File: src/rtl/fifo_access_controller.sv
// Shares one capture FIFO between two round-robin writers and one reader, tracking occupancy
// so the FIFO never overflows or underflows, and sequencing a timed clear after reset/request.
module fifo_access_controller #(
    parameter int unsigned FIFO_SIZE    = 8,
    parameter int unsigned DATA_WIDTH   = 32,
    parameter int unsigned CLEAR_CYCLES = 8
) (
    input  logic                               clock,
    input  logic                               reset,
    input  logic                               enable,
    input  logic                               clear_request,
    input  logic                               wr0_req,
    input  logic [DATA_WIDTH-1:0]              wr0_data,
    output logic                               wr0_grant,
    input  logic                               wr1_req,
    input  logic [DATA_WIDTH-1:0]              wr1_data,
    output logic                               wr1_grant,
    input  logic                               rd_req,
    output logic                               rd_grant,
    output logic                               rd_valid,
    output logic [DATA_WIDTH-1:0]              rd_data,
    output logic                               fifo_push,
    output logic                               fifo_pop,
    output logic                               fifo_clear,
    output logic [DATA_WIDTH-1:0]              fifo_wdata,
    input  logic [DATA_WIDTH-1:0]              fifo_rdata,
    output logic [$clog2(FIFO_SIZE+1)-1:0]     level,
    output logic                               full,
    output logic                               empty,
    output logic                               busy
);

    localparam int unsigned LW = $clog2(FIFO_SIZE + 1);
    localparam int unsigned CW = (CLEAR_CYCLES > 1) ? $clog2(CLEAR_CYCLES) : 1;
    localparam logic [LW-1:0] LevelMax = LW'(FIFO_SIZE);
    localparam logic [CW-1:0] CntLast  = CW'(CLEAR_CYCLES - 1);

    typedef enum logic {StClearing, StRun} state_e;

    state_e                state_q, state_d;
    logic [CW-1:0]         cnt_q, cnt_d;
    logic [LW-1:0]         level_q, level_d;
    logic                  rr_q, rr_d;
    logic                  clear_q, clear_d;
    logic                  push_q, push_d;
    logic                  pop_q, pop_d;
    logic                  rd_valid_q, rd_valid_d;
    logic [DATA_WIDTH-1:0] wdata_q, wdata_d;
    logic                  wr_ok;

    always_comb begin
        state_d    = state_q;
        cnt_d      = cnt_q;
        level_d    = level_q;
        rr_d       = rr_q;
        clear_d    = 1'b0;
        wdata_d    = wdata_q;
        rd_valid_d = pop_q;
        wr0_grant  = 1'b0;
        wr1_grant  = 1'b0;
        rd_grant   = 1'b0;
        wr_ok      = 1'b0;

        unique case (state_q)
            StClearing: begin
                level_d = '0;
                // First clearing cycle only raises fifo_clear; the counter runs while it is high.
                if (clear_q) begin
                    if (cnt_q == CntLast) begin
                        state_d = StRun;
                        cnt_d   = '0;
                    end else begin
                        cnt_d   = cnt_q + CW'(1);
                        clear_d = 1'b1;
                    end
                end else begin
                    cnt_d   = '0;
                    clear_d = 1'b1;
                end
            end
            StRun: begin
                if (clear_request) begin
                    state_d    = StClearing;
                    level_d    = '0;
                    rd_valid_d = 1'b0;
                end else if (enable) begin
                    rd_grant = rd_req && (level_q != '0);
                    wr_ok    = (level_q != LevelMax) || rd_grant;
                    if (wr_ok) begin
                        if (wr0_req && wr1_req) begin
                            wr0_grant = rr_q;
                            wr1_grant = !rr_q;
                        end else begin
                            wr0_grant = wr0_req;
                            wr1_grant = wr1_req;
                        end
                    end
                    if (wr0_grant) begin
                        rr_d    = 1'b0;
                        wdata_d = wr0_data;
                    end else if (wr1_grant) begin
                        rr_d    = 1'b1;
                        wdata_d = wr1_data;
                    end
                    if ((wr0_grant || wr1_grant) && !rd_grant) begin
                        level_d = level_q + LW'(1);
                    end else if (!(wr0_grant || wr1_grant) && rd_grant) begin
                        level_d = level_q - LW'(1);
                    end
                end
            end
            default: state_d = StClearing;
        endcase

        push_d = wr0_grant || wr1_grant;
        pop_d  = rd_grant;
    end

    always_ff @(posedge clock) begin
        if (reset) begin
            state_q    <= StClearing;
            cnt_q      <= '0;
            level_q    <= '0;
            rr_q       <= 1'b1;
            clear_q    <= 1'b0;
            push_q     <= 1'b0;
            pop_q      <= 1'b0;
            rd_valid_q <= 1'b0;
            wdata_q    <= '0;
        end else begin
            state_q    <= state_d;
            cnt_q      <= cnt_d;
            level_q    <= level_d;
            rr_q       <= rr_d;
            clear_q    <= clear_d;
            push_q     <= push_d;
            pop_q      <= pop_d;
            rd_valid_q <= rd_valid_d;
            wdata_q    <= wdata_d;
        end
    end

    assign fifo_push  = push_q;
    assign fifo_pop   = pop_q;
    assign fifo_clear = clear_q;
    assign fifo_wdata = wdata_q;
    assign rd_valid   = rd_valid_q;
    assign rd_data    = fifo_rdata;
    assign level      = level_q;
    assign full       = (level_q == LevelMax);
    assign empty      = (level_q == '0);
    assign busy       = (state_q == StClearing);

endmodule

File: config.mk
export PLATFORM = sky130hd
export DESIGN_NAME = fifo_access_controller
export DESIGN_NICKNAME = d
export VERILOG_FILES = /design/src/rtl/fifo_access_controller.sv
export SDC_FILE = /design/constraint.sdc
export NUM_CORES = 1
export LEC_CHECK = 0
export ABC_AREA = 1
export BUFFER_PORTS_ARGS = -buffer_cell sky130_fd_sc_hd__buf_4
export CORE_UTILIZATION = 46
export DETAILED_ROUTE_END_ITERATION = 7
export PLACE_DENSITY = 0.95
export SLEW_MARGIN = 20
export SYNTH_ARGS = -nofsm -noshare
export SYNTH_HDL_FRONTEND = slang
export SYNTH_SLANG_ARGS = --single-unit
File: constraint.sdc
create_clock -name clock -period 4.3 [get_ports clock]
set_clock_uncertainty 0.15 [all_clocks]
set_input_delay 0.645 -clock clock [delete_from_list [all_inputs] [get_ports clock]]
set_output_delay 0.645 -clock clock [all_outputs]
set_load 0.02 [all_outputs]
==> results.py <==
metrics = {
    "route": {
        "num_vias": 2840,
        "routed_wl_mm": 6.90,
        "ant_nets": 0,
        "drc": 0,
        "viasPerCell": 4.88,
        "routedWlPerCell_um": 11.9,
        "drt_iter0_markers": 94,
        "dr.pass1.iters": 5,
    },
    "grt": {
        "grt_max_degree": 37,
        "gr-usage-all-layers_pct": 22.0,
        "antenna_found_initial": 0,
        "grt_pass1_vias": 2587,
        "grt_pass1_wl_mm": 11.2,
        "grt_overflow": 0,
    },
    "setup_path": {
        "cp_slowest_cell": "nand3_2",
        "required_ns": 3.50,
        "critPathKind": "reg2out",
        "cp-start-kind": "flip-flop",
        "crit_path_max_incr_delay_ns": 0.66,
        "cp_cell_sequence": "inv_2, nor2_4, nand3_4, nand3_2, inv_1, buf_4",
        "cp_top_family": "simple AND/OR/NAND/NOR gates",
        "crit_fanout": 36,
        "end_kind": "output pin",
        "crit_buf_inv": 3,
        "worstPathArrival_ns": 2.28,
    },
    "power": {
        "p_int_uw": 708,
        "clockPowerShare_pct": 41.6,
        "p_leak_uw": 0.00194,
        "max-vdd-ir-drop_uv": 198,
        "p_sw_share_pct": 21.4,
        "switchingPower_uw": 193,
        "combPwrFrac_pct": 11.9,
        "seq_power_share_pct": 46.5,
        "powerDensity_nw_per_um2": 255,
    },
    "timing": {
        "hold_violations": 0,
        "tightest_slew_ns": 0.966,
        "slew_headroom_pct": 35.2,
        "fin_crit_ns": 3.07,
        "finalHoldWorstSlack_ns": 0.294,
        "finalCritPeriodShare_pct": 71.5,
        "tns_ns": 0,
        "max_freq_ghz": 0.325,
        "finalSetupViolCount": 0,
        "rsz0062_at_grt": "no",
        "slew_viol_final": 0,
    },
    "synth": {
        "ys_top_cells_by_area": "dfxtp_1, nand2_1, nand3_1",
        "yosys_register_bits": 45,
        "synthArstFlopShare_pct": 0,
        "synth_edf_count": 0,
        "yosys-top-cells-count": "nand2_1, nand3_1, nor2_1",
        "syn_nets": 547,
        "synth_cells": 438,
        "yosysTopAreaCellShare_pct": 32.5,
        "syn_area_per_cell_um2": 6.33,
        "ys_types": 27,
        "yosysWarnings": 0,
        "seq_area_frac_synth_pct": 32.5,
        "synth_area_leader_cell": "dfxtp_1",
        "yosys.cell_count.top_type": "nand2_1",
        "syn-cell-area_um2": 2770,
        "synth-main-ff-cell": "dfxtp_1",
    },
    "clock_tree": {
        "cts_resized": 0,
        "clock-sinks": 45,
        "cts_buffer_depth": 2,
        "tritoncts": "yes",
        "clock_latency_ns": 0.29,
        "cts_setup_buffers": 0,
        "clockRootBuffer": "clkbuf_8",
        "ctsHoldBuffers": 0,
        "htreeDepth": 2,
        "cts_buffers": 5,
        "clkTransAtPathRegs_ns": 0.09,
    },
    "floorplanning": {
        "num_rows": 27,
        "die_h_um": 79.7,
        "die-area_um2": 6340,
        "core_um2": 5640,
        "ios": 181,
        "start_util_pct": 49.2,
        "die_width_um": 79.7,
    },
    "finish": {
        "final_cells": 582,
        "areaGrowthSynthToFinish_pct": 27.3,
        "nNetsFinal": 618,
        "stdcell_area_um2": 3530,
        "num_antenna_cells": 0,
        "layout-drive-gt1-share_pct": 27.1,
        "finish.utilization_pct": 62.6,
    },
    "placement": {
        "portBuffers": 116,
        "gp_congestion": 0.843,
        "dpl.cell_count": 574,
        "dp_hpwl_mm": 4.92,
        "place_area_um2": 3400,
    },
    "status": {
        "status": "finished, final reports clean",
    },
    "worst_hold_path": {
        "hold_class": "reg2reg",
    },
    "run": {
        "cap_violations": 0,
    },
}
==> worst register-to-register path: stages, from the launching register on <==
cell     delay (ns)
dfxtp_1        0.45
inv_2          0.09
nor2_4         0.10
nand3_4        0.36
nand3_2        0.67
nand2_1        0.14
inv_2          0.44
nor2_1         0.10
nor2_1         0.11
==> per-stage QoR <==
step | total power (uW) | worst slack [ns]
after global routing | 940 | 0.977
after CTS | 910 | 1.22
after floorplan | 521 | 1.83
after global placement | 533 | 1.34
final | 901 | 1.23
after detailed placement | 536 | 1.30
==> routing by layer <==
metal / GRT usage, % / vias to the layer above / wire length (um)
li1: - / 1453 / -
met1: 23.9 / 1257 / 2690
met2: 42.2 / 117 / 3600
met3: 3.77 / 13 / 517
met4: 7.64 / 0 / 95
met5: 0 / - / 0
==> cell families after synthesis <==
| group | after synthesis | synth area share [%] |
|---|---|---|
| simple gates | 266 | 41.2 |
| buf+inv | 105 | 19.6 |
| flops | 45 | 32.5 |
| compound gates | 14 | 3.11 |
| fa+ha+maj | 6 | 2.98 |
| xor+xnor | 2 | 0.632 |
==> sequential cells by signal (all words and copies together) (netlist names) <==
signal and cells:
cnt_q 3, fifo_clear 1, fifo_pop 1, fifo_push 1
fifo_wdata 32, level 4, rd_valid 1, rr_q 1
state_q 1
==> cell usage in the layout, fill, tap and decap left out, types with 3 or more instances in the layout <==
cell	instances
inv_1	47
buf_4	118
nand2_1	113
dfxtp_1	45
ha_1	5
clkbuf_8	5
inv_2	3
nand3_1	71
nor2_1	71
o21ai_0	3
a21oi_1	9
==> cell type report <==
cell class                 instances  area, um^2
clock inverter                     3        65.1
timing repair buffer             118         886
fill                             501        2110
tap                               72        90.1
multi-input combinational        288        1330
inverter                          51         191
sequential                        45         901
clock buffer                       5        68.8
==> power by group through the flow <==
stage               clock network (uW)  registers, uW  logic, uW
global route                       400            419        120
finish                             375            419        108
floorplan                            0            429       91.3
global placement                     0            429        104
CTS                                383            419        107
detailed placement                   0            429        107
==> worst paths after layout <==
check                              start              to  slack (ns)  depth (start not counted)
worst min-delay path            fifo_pop        rd_valid        0.29                          2
worst min register to register  fifo_pop        rd_valid        0.29                          2
worst max register to register  level[3]  fifo_wdata[27]        1.63                          8
worst max-delay path            level[3]       wr1_grant        1.23                          6
Power figures use the tool's default switching activity.
